$ cat config.mk
export PLATFORM = sky130hd
export DESIGN_NAME = dff_pipeline
export DESIGN_NICKNAME = d
export VERILOG_FILES = /design/src/rtl/dff_pkg.sv /design/src/rtl/dff_stage.sv /design/src/rtl/dff_pipeline.sv
export SDC_FILE = /design/constraint.sdc
export NUM_CORES = 1
export LEC_CHECK = 0
export ABC_AREA = 1
export BUFFER_PORTS_ARGS = -buffer_cell sky130_fd_sc_hd__buf_2
export CORE_MARGIN = 10
export CORE_UTILIZATION = 45
export DETAILED_ROUTE_END_ITERATION = 6
export PLACE_DENSITY = 0.63
export SLEW_MARGIN = 20
export SYNTH_ARGS = -nofsm -noshare
export SYNTH_HDL_FRONTEND = slang
export SYNTH_HIERARCHICAL = 1
export SYNTH_SLANG_ARGS = --single-unit
export TNS_END_PERCENT = 5
$ cat constraint.sdc
create_clock -name clk -period 2.5 [get_ports clk]
set_input_delay 0 -clock clk [delete_from_list [all_inputs] [get_ports clk]]
set_output_delay 0 -clock clk [all_outputs]
set_load 0.01 [all_outputs]
$ cat src/rtl/dff_pkg.sv
// Shared constants and helpers for the dff_pipeline register line.
package dff_pkg;

    localparam int DEF_WIDTH = 8;
    localparam int DEF_DEPTH = 4;

    // Width of an occupancy counter able to hold 0..depth inclusive.
    function automatic int count_width(input int depth);
        return (depth < 1) ? 1 : $clog2(depth + 1);
    endfunction

endpackage

$ cat src/rtl/dff_stage.sv
// One pipeline slot: a valid bit plus its data word, with clear, load and hold.
module dff_stage
    import dff_pkg::*;
#(
    parameter int               WIDTH     = DEF_WIDTH,
    parameter logic [WIDTH-1:0] RESET_VAL = '0
) (
    input  logic             clk,
    input  logic             rst,
    input  logic             clear,
    input  logic             load,
    input  logic             v_in,
    input  logic [WIDTH-1:0] data_in,
    output logic             v_out,
    output logic [WIDTH-1:0] data_out
);

    logic             v_d, v_q;
    logic [WIDTH-1:0] data_d, data_q;

    // Clear drops only the valid bit; data is captured only alongside a valid word.
    always_comb begin
        v_d    = v_q;
        data_d = data_q;
        if (clear) begin
            v_d = 1'b0;
        end else if (load) begin
            v_d = v_in;
            if (v_in) begin
                data_d = data_in;
            end
        end
    end

    always_ff @(posedge clk) begin
        if (!rst) begin
            v_q    <= 1'b0;
            data_q <= RESET_VAL;
        end else begin
            v_q    <= v_d;
            data_q <= data_d;
        end
    end

    assign v_out    = v_q;
    assign data_out = data_q;

endmodule

$ cat src/rtl/dff_pipeline.sv
// DEPTH-stage register pipeline with valid/ready at both ends, collapsing bubbles,
// synchronous flush and a registered occupancy count.
module dff_pipeline
    import dff_pkg::*;
#(
    parameter int               WIDTH     = DEF_WIDTH,
    parameter int               DEPTH     = DEF_DEPTH,
    parameter logic [WIDTH-1:0] RESET_VAL = '0
) (
    input  logic                          clk,
    input  logic                          rst,
    input  logic                          flush,
    input  logic                          in_valid,
    output logic                          in_ready,
    input  logic [WIDTH-1:0]              d,
    output logic                          out_valid,
    input  logic                          out_ready,
    output logic [WIDTH-1:0]              q,
    output logic [count_width(DEPTH)-1:0] count
);

    localparam int CNT_W = count_width(DEPTH);

    if (DEPTH < 1) begin : g_bad_depth
        $error("dff_pipeline: DEPTH must be at least 1");
    end

    logic [DEPTH-1:0] v;
    logic [DEPTH-1:0] acc;
    logic [WIDTH-1:0] data [DEPTH];
    logic             in_fire, out_fire;
    logic [CNT_W-1:0] count_d, count_q;

    // True when every stage from i up to the output end holds a word.
    function automatic logic tail_full(input logic [DEPTH-1:0] vv, input int i);
        logic [DEPTH-1:0] m;
        m = {DEPTH{1'b1}} << i;
        return (vv & m) == m;
    endfunction

    // Stage i can take a word unless it and everything ahead is full and stalled;
    // evaluated per stage so the chain has no bit-to-bit feedback.
    always_comb begin
        acc = '0;
        for (int i = 0; i < DEPTH; i++) begin
            acc[i] = out_ready | ~tail_full(v, i);
        end
    end

    assign in_ready  = acc[0] & ~flush;
    assign out_valid = v[DEPTH-1];
    assign q         = data[DEPTH-1];
    assign in_fire   = in_valid & in_ready;
    assign out_fire  = out_valid & out_ready;

    for (genvar g = 0; g < DEPTH; g++) begin : g_stage
        logic             v_src;
        logic [WIDTH-1:0] d_src;
        if (g == 0) begin : g_head
            assign v_src = in_valid;
            assign d_src = d;
        end else begin : g_body
            assign v_src = v[g-1];
            assign d_src = data[g-1];
        end
        dff_stage #(
            .WIDTH     (WIDTH),
            .RESET_VAL (RESET_VAL)
        ) u_stage (
            .clk      (clk),
            .rst      (rst),
            .clear    (flush),
            .load     (acc[g]),
            .v_in     (v_src),
            .data_in  (d_src),
            .v_out    (v[g]),
            .data_out (data[g])
        );
    end

    always_comb begin
        count_d = count_q + CNT_W'(in_fire) - CNT_W'(out_fire);
        if (flush) begin
            count_d = '0;
        end
    end

    always_ff @(posedge clk) begin
        if (!rst) begin
            count_q <= '0;
        end else begin
            count_q <= count_d;
        end
    end

    assign count = count_q;

endmodule

# Word-level counts from Yosys, hierarchy flattened
# Index checks and enable logic that the tools add are counted.
[op_classes] bitwise_logic=13 n_eq_ne=3 n_reduce_logical=5 addsub=2
[op_table] op="AND reduction 3 bit" count=4
[op_table] op="NOT 1 bit" count=6
[op_table] op="equality test 4 bit (second input constant)" count=1
[op_table] op="OR 1 bit" count=4
[op_table] op="adder 3 x 1 -> 3 bit" count=1
[op_table] op="AND 1 bit" count=3
[op_table] op="equality test 3 bit (second input constant)" count=1
[op_table] op="subtractor 3 x 1 -> 3 bit" count=1
[op_table] op="equality test 2 bit (second input constant)" count=1
[op_table] op="OR reduction 2 bit" count=1
[totals] ff_bits=39 inputBits=13 out_inout_bits=13 wordCells=32

# Logic depth before layout (Yosys ltp)
# Gate-level depths: netlist of the first run.
[depth] word_depth=7 depth_mapped=14 mapped_depth_nobuf=14

# By module
# The synthesis of the first run kept the hierarchy.
[modules_own_cells] mod="dff_stage" seq_area_each_um2=180.2 cells_each=58 n_inst=4 area_each_um2=395.4
[modules_own_cells] mod="dff_pipeline" seq_area_each_um2=60.1 cells_each=37 n_inst=1 area_each_um2=232.7

# Least setup slack after synthesis of the first run
# OpenSTA, ideal clock, no wires.
[synth_timing] path_type="flip-flop to flip-flop" start="reg g_stage[3].u_stage.v_q" end="reg count_q[2] (netlist: count[2])" t_arrival_ns=1.858 required_ns=2.386 path_buffers=0 slack_ns=0.528 stages_incl_launch_ff=15 period_less_slack_ns=1.972 setup_ns=0.114 path_cell_list="dfxtp_1 > nand2_1 > nor2_2 > a21oi_2 > nand2_2 > ha_1 > inv_1 > ha_1 > fa_1 > inv_1 > nand2_1 > nand2_1 > nand2_1 > nand2_1 > nor2_1"
[synth_via] elab_chain_len=7 word_cells_on_any_way=8 classes_between="2 x add/sub; 1 x eq/ne; 5 x bitwise"
[synth_lines] item="start, declared" line="dff_stage.sv:18" rtl="logic v_d, v_q;"
[synth_lines] item="start signal, assigned" line="dff_stage.sv:40" rtl="v_q <= v_d;"
[synth_lines] item="equality test 4 bit" line="dff_pipeline.sv:38" rtl="return (vv & m) == m;"
[synth_lines] item="NOT 1 bit" line="dff_pipeline.sv:46" rtl="acc[i] = out_ready | ~tail_full(v, i);"
[synth_lines] item="OR 1 bit" line="dff_pipeline.sv:46"
[synth_lines] item="AND 1 bit" line="dff_pipeline.sv:50" rtl="assign in_ready = acc[0] & ~flush;"
[synth_lines] item="net in_ready" line="dff_pipeline.sv:14" rtl="output logic in_ready,"
[synth_lines] item="AND 1 bit" line="dff_pipeline.sv:53" rtl="assign in_fire = in_valid & in_ready;"
[synth_lines] item="adder 3 x 1 -> 3 bit" line="dff_pipeline.sv:82" rtl="count_d = count_q + CNT_W'(in_fire) - CNT_W'(out_fire);"
[synth_lines] item="subtractor 3 x 1 -> 3 bit" line="dff_pipeline.sv:82"
[synth_lines] item="end signal, assigned" line="dff_pipeline.sv:92" rtl="count_q <= count_d;"
[synth_lines] item="end, declared" line="dff_pipeline.sv:32" rtl="logic [CNT_W-1:0] count_d, count_q;"
# The timed path passes the listed nets, and every way through them passes these cells.
# A chain may end at the register's enable or synchronous reset.

# Final worst setup path of the first run
[layout_timing] start="reg g_stage[2].u_stage.v_q" end="reg count_q[2] (netlist: count[2])"
[layout_via] elab_chain_len=7
[layout_lines] item="start, declared" line="dff_stage.sv:18"
[layout_lines] item="start signal, assigned" line="dff_stage.sv:40"
[layout_lines] item="equality test 4 bit" line="dff_pipeline.sv:38"
[layout_lines] item="NOT 1 bit" line="dff_pipeline.sv:46"
[layout_lines] item="OR 1 bit" line="dff_pipeline.sv:46"
[layout_lines] item="AND 1 bit" line="dff_pipeline.sv:50"
[layout_lines] item="AND 1 bit" line="dff_pipeline.sv:53"
[layout_lines] item="adder 3 x 1 -> 3 bit" line="dff_pipeline.sv:82"
[layout_lines] item="subtractor 3 x 1 -> 3 bit" line="dff_pipeline.sv:82"
# Every way passes these cells.

==> results.env, run 1 <==
RUN_STATUS='completed'
ROOT_BUFFER='clkbuf_8'
SYN_AREA_MM2=0.00181
DRC_VIOLATION_TOTAL_AFTER_THE_FIRST_TRITONROUTE_ITERATION=115
FIN_SETUP_TNS_NS=0
HOLD_VIOLATIONS=0
WL_MET3_UM=182
FINAL_AREA_MM2=0.00211
DRT-MET1-WL_UM=1690
PIN_COUNT_OF_THE_BIGGEST_NET_ENTERING_GLOBAL_ROUTING=38
DRIVE_ABOVE_1_SHARE_PCT=15.8
DRCVIOLATIONCOUNT=0
MET2WIRELENGTH_UM=1250
ANTENNA_LEFT=0
CRIT_START_CATEGORY='register'
WORSTPATHBUFFERINVERTERCOUNT=2
DIODES=0
ROWS=23
FIRST_PASS_ITERS=4
LKG_PWR_nW=1.21
TIMING.CRITICAL_PATH.MAX_DELAY_FAMILY='adder cells'
DP_HPWL_UM=2000
FMAXACHIEVABLE_MHz=505
PIN_SLEW_WITH_THE_LEAST_HEADROOM_TO_ITS_LIMIT_NS=0.650
SLEW_VIOL_FINAL=0
TIMING.CRITICAL_PATH.ARRIVAL_NS=2.17
FINAL_CORE_UTIL_PCT=53.4
TOTALWIRELENGTH_UM=3150
RSZ_0062_RAISED_AFTER_GLOBAL_ROUTING='false'
VDD.IR_DROP.WORST_V=0.000334
TOP_LAYER_USED='met4'
FLOORPLAN.IO_PINS=26
WORSTHOLDPATHTYPE='input pin to register'
CRITICAL_PATH.CELL_CHAIN='nand2_1 -> nor2_2 -> a21oi_2 -> nand2_2 -> ha_1 -> inv_1 -> ha_1 -> fa_1 -> inv_1 -> nand2_1 -> nand2_1 -> nand2_1 -> nand2_1 -> nor2_1'
SYNTHESIS.AREA_PER_INSTANCE_UM2=6.74
OVERFLOW=0
SEQ_AREA_FRAC_SYNTH_PCT=43.0
AVGROUTEDWIREPERCELL_UM=8.93
YOSYS.CELL_TYPES.COUNT=14
POSTCTSRESIZEDCELLS=0
TIMING.CRITICAL_PATH.FANOUT_MAX=4
BIGGEST_CELL_DELAY_ALONG_THE_CRITICAL_PATH_NS=0.38
PLACE_AREA_MM2=0.00193
CTS_MADE_BUFFERS=5
DIE-AREA_MM2=0.00697
MAPPEDNETLISTNETS=285
YOSYS_REGISTER_BITS=39
CRITICAL-PATH-SLOWEST-CELL='fa_1'
ROUTED_VIA_DENSITY=4.05
CRITICALPATHCATEGORY='register to register'
PORTBUFFERS=25
POST_SYN_INSTANCES=269
TRITONCTS='done'
CHIPHEIGHT_UM=83.5
ENDPOINT_KIND='register'
CLOCK_TREE_BUFFER_DEPTH=2
CP.REQUIRED_NS=2.69
LAYOUT-AREA-OVERHEAD-VS-SYNTH_PCT=16.1
ANTENNA_VIOLATIONS_BEFORE_REPAIR=0
NUMCLOCKSINKS=39
SETUP_VIOLATIONS=0
FINAL_NETS=318
GRT_USE_TOTAL_PCT=9.16
YOSYS_WARNINGS=6
WORST_CLOCK_SKEW_NS=0.00640
CRITICAL_PATH.MOST_COMMON_CELL='nand2_1'
PATH_CLK_SLEW_NS=0.08
GRT_PASS1_VIAS=1238
P_PER_AREA_mW_PER_MM2=547
H_TREE_LEVEL_COUNT=2
POST-ROUTE-MIN-PERIOD_NS=1.98
CAP_VIOLATIONS=0
MAX_SLEW_MARGIN_PCT=56.7
FIN_CRIT_SH_PCT=79.3
FP.DIEW_UM=83.5
YOSYS-TOP-CELLS-AREA='dfxtp_1, nand2_1, nor2_1'
CLOCK_LATENCY_NS=0.29
SYNTH_AREA_LEADER_CELL='dfxtp_1'
FLOORPLAN.INITIALDENSITY_PCT=46.0
SYNTH.TOP_CELL.AREA_SHARE_PCT=43.0
NUM_VIAS=1431
CORE_MM2=0.00394
GRT_PASS1_WL_UM=5430
GP_CONGESTION=0.734
-- worst paths after layout --
| kind | startpoint | end | slack (ns) | depth (start not counted) |
|---|---|---|---|---|
| worst max-delay path | g_stage[2].u_stage/v_out | count[2] | 0.52 | 14 |
| worst min-delay path | flush | g_stage[3].u_stage/v_out | 0.09 | 4 |
| worst max register to register | g_stage[2].u_stage/v_out | count[2] | 0.52 | 14 |
| worst min register to register | g_stage[2].u_stage/data_out[1] | g_stage[3].u_stage/data_out[1] | 0.48 | 2 |
-- stage by stage --
step / setup WS [ns] / hold WS, ns / instances / power (mW)
global placement: 0.551 / 0.220 / 336 / 0.740
detailed placement: 0.515 / 0.226 / 336 / 0.739
finish: 0.519 / 0.0899 / 353 / 1.15
floorplan: 0.528 / 0.0327 / 269 / 0.722
global route: 0.305 / 0.106 / 353 / 1.21
CTS: 0.504 / 0.0857 / 353 / 1.17
-- synth_stat cells --
library cell / count
a21oi_1: 4
a21oi_2: 1
buf_4: 4
buf_6: 4
dfxtp_1: 39
fa_1: 1
ha_1: 2
inv_1: 52
nand2_1: 80
nand2_2: 9
nand3_1: 1
nand3_4: 4
nor2_1: 67
nor2_2: 1
-- report_power, final --
group,internal (mW),switching (mW)
registers,0.638,0.00912
logic,0.0375,0.0510
clock network,0.194,0.222
total,0.870,0.283
-- registers in the layout (all words and copies together), names as in the netlist --
| register | cells |
|---|---|
| g_stage.u_stage/v_out | 4 |
| g_stage.u_stage/data_out | 32 |
| count | 3 |
-- what timing repair did --
item                                    4_1_cts  5_1_grt
buffers inserted                              0        0
endpoints found under the setup margin        0        0
hold buffers                                  9        0
hold endpoints to repair                      9        0
-- worst register-to-register path, stage by stage, from the launching register on --
cell and delay (ns):
dfxtp_1 0.36, nand2_1 0.10, nor2_2 0.05, a21oi_2 0.14, nand2_2 0.06, ha_1 0.27
inv_1 0.04, ha_1 0.19, fa_1 0.38, inv_1 0.06, nand2_1 0.06, nand2_1 0.06
nand2_1 0.04, nand2_1 0.05, nor2_1 0.03
-- layout by cell type (no fill, tap or decap) --
cell,n
nand2_1,80
nor2_1,67
inv_1,52
dfxtp_1,39
buf_2,25
nand2_2,9
dlygate4sd3_1,9
clkbuf_8,5
nand3_4,4
a21oi_1,4
ha_1,2
clkinvlp_4,2
nor2_2,1
a21oi_2,1
nand3_1,1
fa_1,1
clkinv_2,1
-- cell families after synthesis --
group                    after synthesis  synth area share [%]
AND/OR/NAND/NOR                      162                  38.0
buffers and inverters                 60                  14.9
AO/OA/AOI/OAI                          5                  1.59
adder cells (fa/ha/maj)                3                  2.48
flip-flops                            39                  43.0
-- final cells by class --
type,count,area (um2)
Clock buffer,5,68.8
Inverter,52,195
Tap cell,50,62.6
Fill cell,410,1840
Multi-Input combinational cell,170,763
Sequential cell,39,781
Clock inverter,3,20.0
Timing Repair Buffer,34,215
-- per-layer routing --
metal,up-vias,GRT usage [%]
met4,0,4.11
met1,571,11.2
met2,26,13.2
met5,-,0
met3,2,4.49
li1,832,-
(Power assumes the default switching activity.)
==> run 2, diff against run 1 <==
- clock period: 2.5 -> 2 ns (I/O delays scaled with it)
==> results.env, run 2 (synthesis results as in run 1) <==
SLEW_VIOL_FINAL=0  # unchanged
CTS_MADE_BUFFERS=5  # unchanged
FP.DIEW_UM=83.5  # unchanged
POSTLAYOUTSETUPSLACKWORST_NS=0.0908  # -0.428 ns
CRITICAL_PATH.CELL_CHAIN='nand2_2 -> nor2_4 -> a21oi_2 -> nand2_2 -> ha_4 -> inv_2 -> ha_4 -> fa_2 -> inv_2 -> nand2_2 -> nand2_1 -> nand2_1 -> nand2_1 -> nor2_1'
FMAXACHIEVABLE_MHz=524  # +3.8%
WORSTHOLDPATHTYPE='input pin to register'
WORSTHOLDSTART='flush'
FLOORPLAN.IO_PINS=26  # unchanged
VDD.IR_DROP.WORST_V=0.000428  # +28%
CLOCK_LATENCY_NS=0.29  # about the same
CP.REQUIRED_NS=2.19  # -0.50 ns
POST-PLACE-WS_NS=0.0752  # -0.440 ns
POWER_mW=1.45  # +26%
HOLD_VIOLATIONS=0  # unchanged
TOTALWIRELENGTH_UM=3300  # +4.6%
ANTENNA_VIOLATIONS_BEFORE_REPAIR=0  # unchanged
CORE_MM2=0.00394  # unchanged
MAX_REG_FLOPS=32  # unchanged
CHIPHEIGHT_UM=83.5  # unchanged
FIRST_PASS_ITERS=5  # +1
FINAL_COMMON_CELL='nand2_1'
FIN_SETUP_TNS_NS=0  # unchanged
CLOCK_TREE_BUFFER_DEPTH=2  # unchanged
PORTBUFFERS=25  # unchanged
PLACE_AREA_MM2=0.00196  # +1.6%
OVERFLOW=0  # unchanged
FINAL_AREA_MM2=0.00218  # +3.4%
TIMING.CRITICAL_PATH.FANOUT_MAX=4  # unchanged
ROWS=23  # unchanged
PIN_SLEW_WITH_THE_LEAST_HEADROOM_TO_ITS_LIMIT_NS=0.650  # -0.0000607 ns
ENDPOINT_KIND='register'
HOLDWS_NS=0.0992  # +0.00928 ns
PATH_CLK_SLEW_NS=0.08  # about the same
RSZ_0062_RAISED_AFTER_GLOBAL_ROUTING='true'
NUM_VIAS=1473  # +2.9%
H_TREE_LEVEL_COUNT=2  # unchanged
GP_CONGESTION=0.705  # -3.9%
DRCVIOLATIONCOUNT=0  # unchanged
AVGROUTEDWIREPERCELL_UM=9.21  # +3.1%
CRIT_PATH_START='g_stage[3].u_stage/v_out'
CRITICAL-PATH-SLOWEST-CELL='fa_2'
POST-ROUTE-MIN-PERIOD_NS=1.91  # -0.0722 ns
ROOT_BUFFER='clkbuf_8'
ROUTED_VIA_DENSITY=4.11  # +1.5%
TIMING.CRITICAL_PATH.ARRIVAL_NS=2.10  # -0.07 ns
SETUP_VIOLATIONS=0  # unchanged
FIN_CRIT_SH_PCT=95.5  # +16 points
DIE-AREA_MM2=0.00697  # unchanged
LKG_PWR_nW=1.23  # +1.8%
FILLCELLCOUNT=395  # -3.7%
COMMONEST_CELLS_AFTER_ROUTING_FILL_AND_TAPS_ASIDE='nand2_1, nor2_1, inv_1, dfxtp_1, buf_2'
MAX_SLEW_MARGIN_PCT=56.7  # about the same
DRIVE_ABOVE_1_SHARE_PCT=19.5  # +3.6 points
TIMING.CRITICAL_PATH.MAX_DELAY_FAMILY='adder cells'
ANTENNA_LEFT=0  # unchanged
WORST_CLOCK_SKEW_NS=0.00589  # -0.000516 ns
DRC_VIOLATION_TOTAL_AFTER_THE_FIRST_TRITONROUTE_ITERATION=117  # +1.7%
FINAL_NETS=323  # +1.6%
CRIT_START_CATEGORY='register'
RUN_STATUS='completed'
GRT_PASS1_WL_UM=5930  # +9.3%
CRITICALPATHCATEGORY='register to register'
BIGGEST_CELL_DELAY_ALONG_THE_CRITICAL_PATH_NS=0.36  # -0.02 ns
GRT_PASS1_VIAS=1362  # +10%
PIN_COUNT_OF_THE_BIGGEST_NET_ENTERING_GLOBAL_ROUTING=38  # unchanged
WORSTPATHBUFFERINVERTERCOUNT=2  # unchanged
FINAL-INSTANCE-COUNT-EXCL-FILL=358  # +1.4%
NUMCLOCKSINKS=39  # unchanged
PLACED_CELLS_INCL_TAPS=340  # +1.2%
FLOORPLAN.INITIALDENSITY_PCT=46.0  # unchanged
LAYOUT-AREA-OVERHEAD-VS-SYNTH_PCT=20.1
DIODES=0  # unchanged
WORST_REG2REG_STARTPOINT='g_stage[3].u_stage/v_out'
DP_HPWL_UM=2070  # +3.2%
GRT_USE_TOTAL_PCT=9.98  # +0.82 points
FINAL_CORE_UTIL_PCT=55.3  # +1.8 points
TRITONCTS='done'
P_PER_AREA_mW_PER_MM2=664  # +21%
CAP_VIOLATIONS=0  # unchanged
## run 2: changes by cell type in the layout (fill, tap and decap cells not counted), sizes merged
cell	delta
clkinvlp	-1
clkbuf	+1
buf	+5
## run 2: final timing paths
kind / end / slack [ns] / cells past startpoint
min: g_stage[3].u_stage/v_out / 0.1 / 4
max reg2reg: count[2] / 0.09 / 14
max: count[2] / 0.09 / 14
min reg2reg: g_stage[3].u_stage/data_out[6] / 0.49 / 2
## run 2: cell type report
| type | count | area [um2] | area share (%) |
|---|---|---|---|
| Inverter | 52 | 195 | 8.96 |
| Clock buffer | 6 | 72.6 | 3.33 |
| Tap cell | 50 | 62.6 | 2.87 |
| Sequential cell | 39 | 782 | 35.9 |
| Timing Repair Buffer | 39 | 253 | 11.6 |
| Multi-Input combinational cell | 170 | 801 | 36.8 |
| Clock inverter | 2 | 12.5 | 0.574 |
## run 2: worst reg2reg max path, cell delays in order, from the launching register on
cell,delay (ns)
dfxtp_2,0.33
nand2_2,0.08
nor2_4,0.05
a21oi_2,0.16
nand2_2,0.09
ha_4,0.26
inv_2,0.04
ha_4,0.15
fa_2,0.36
inv_2,0.06
nand2_2,0.04
nand2_1,0.06
nand2_1,0.05
nand2_1,0.06
nor2_1,0.04
## run 2: per-layer routing
metal / global-route usage [%] / vias up / wire (um)
li1: - / 837 / -
met1: 12.2 / 601 / 1650
met3: 4.49 / 6 / 187
met5: 0 / - / 0
met4: 4.11 / 0 / 44
met2: 14.7 / 29 / 1410
## run 2: what timing repair did
action / CTS / global route
resized for setup: 0 / 10
hold endpoints to repair: 9 / 0
endpoints found under the setup margin: 0 / 1
hold buffers: 9 / 0
buffers inserted: 0 / 1
## run 2: where the power goes
part,internal (mW),switching [mW]
sequential,0.798,0.0109
combinational,0.0513,0.0684
clock,0.244,0.275
total,1.09,0.354
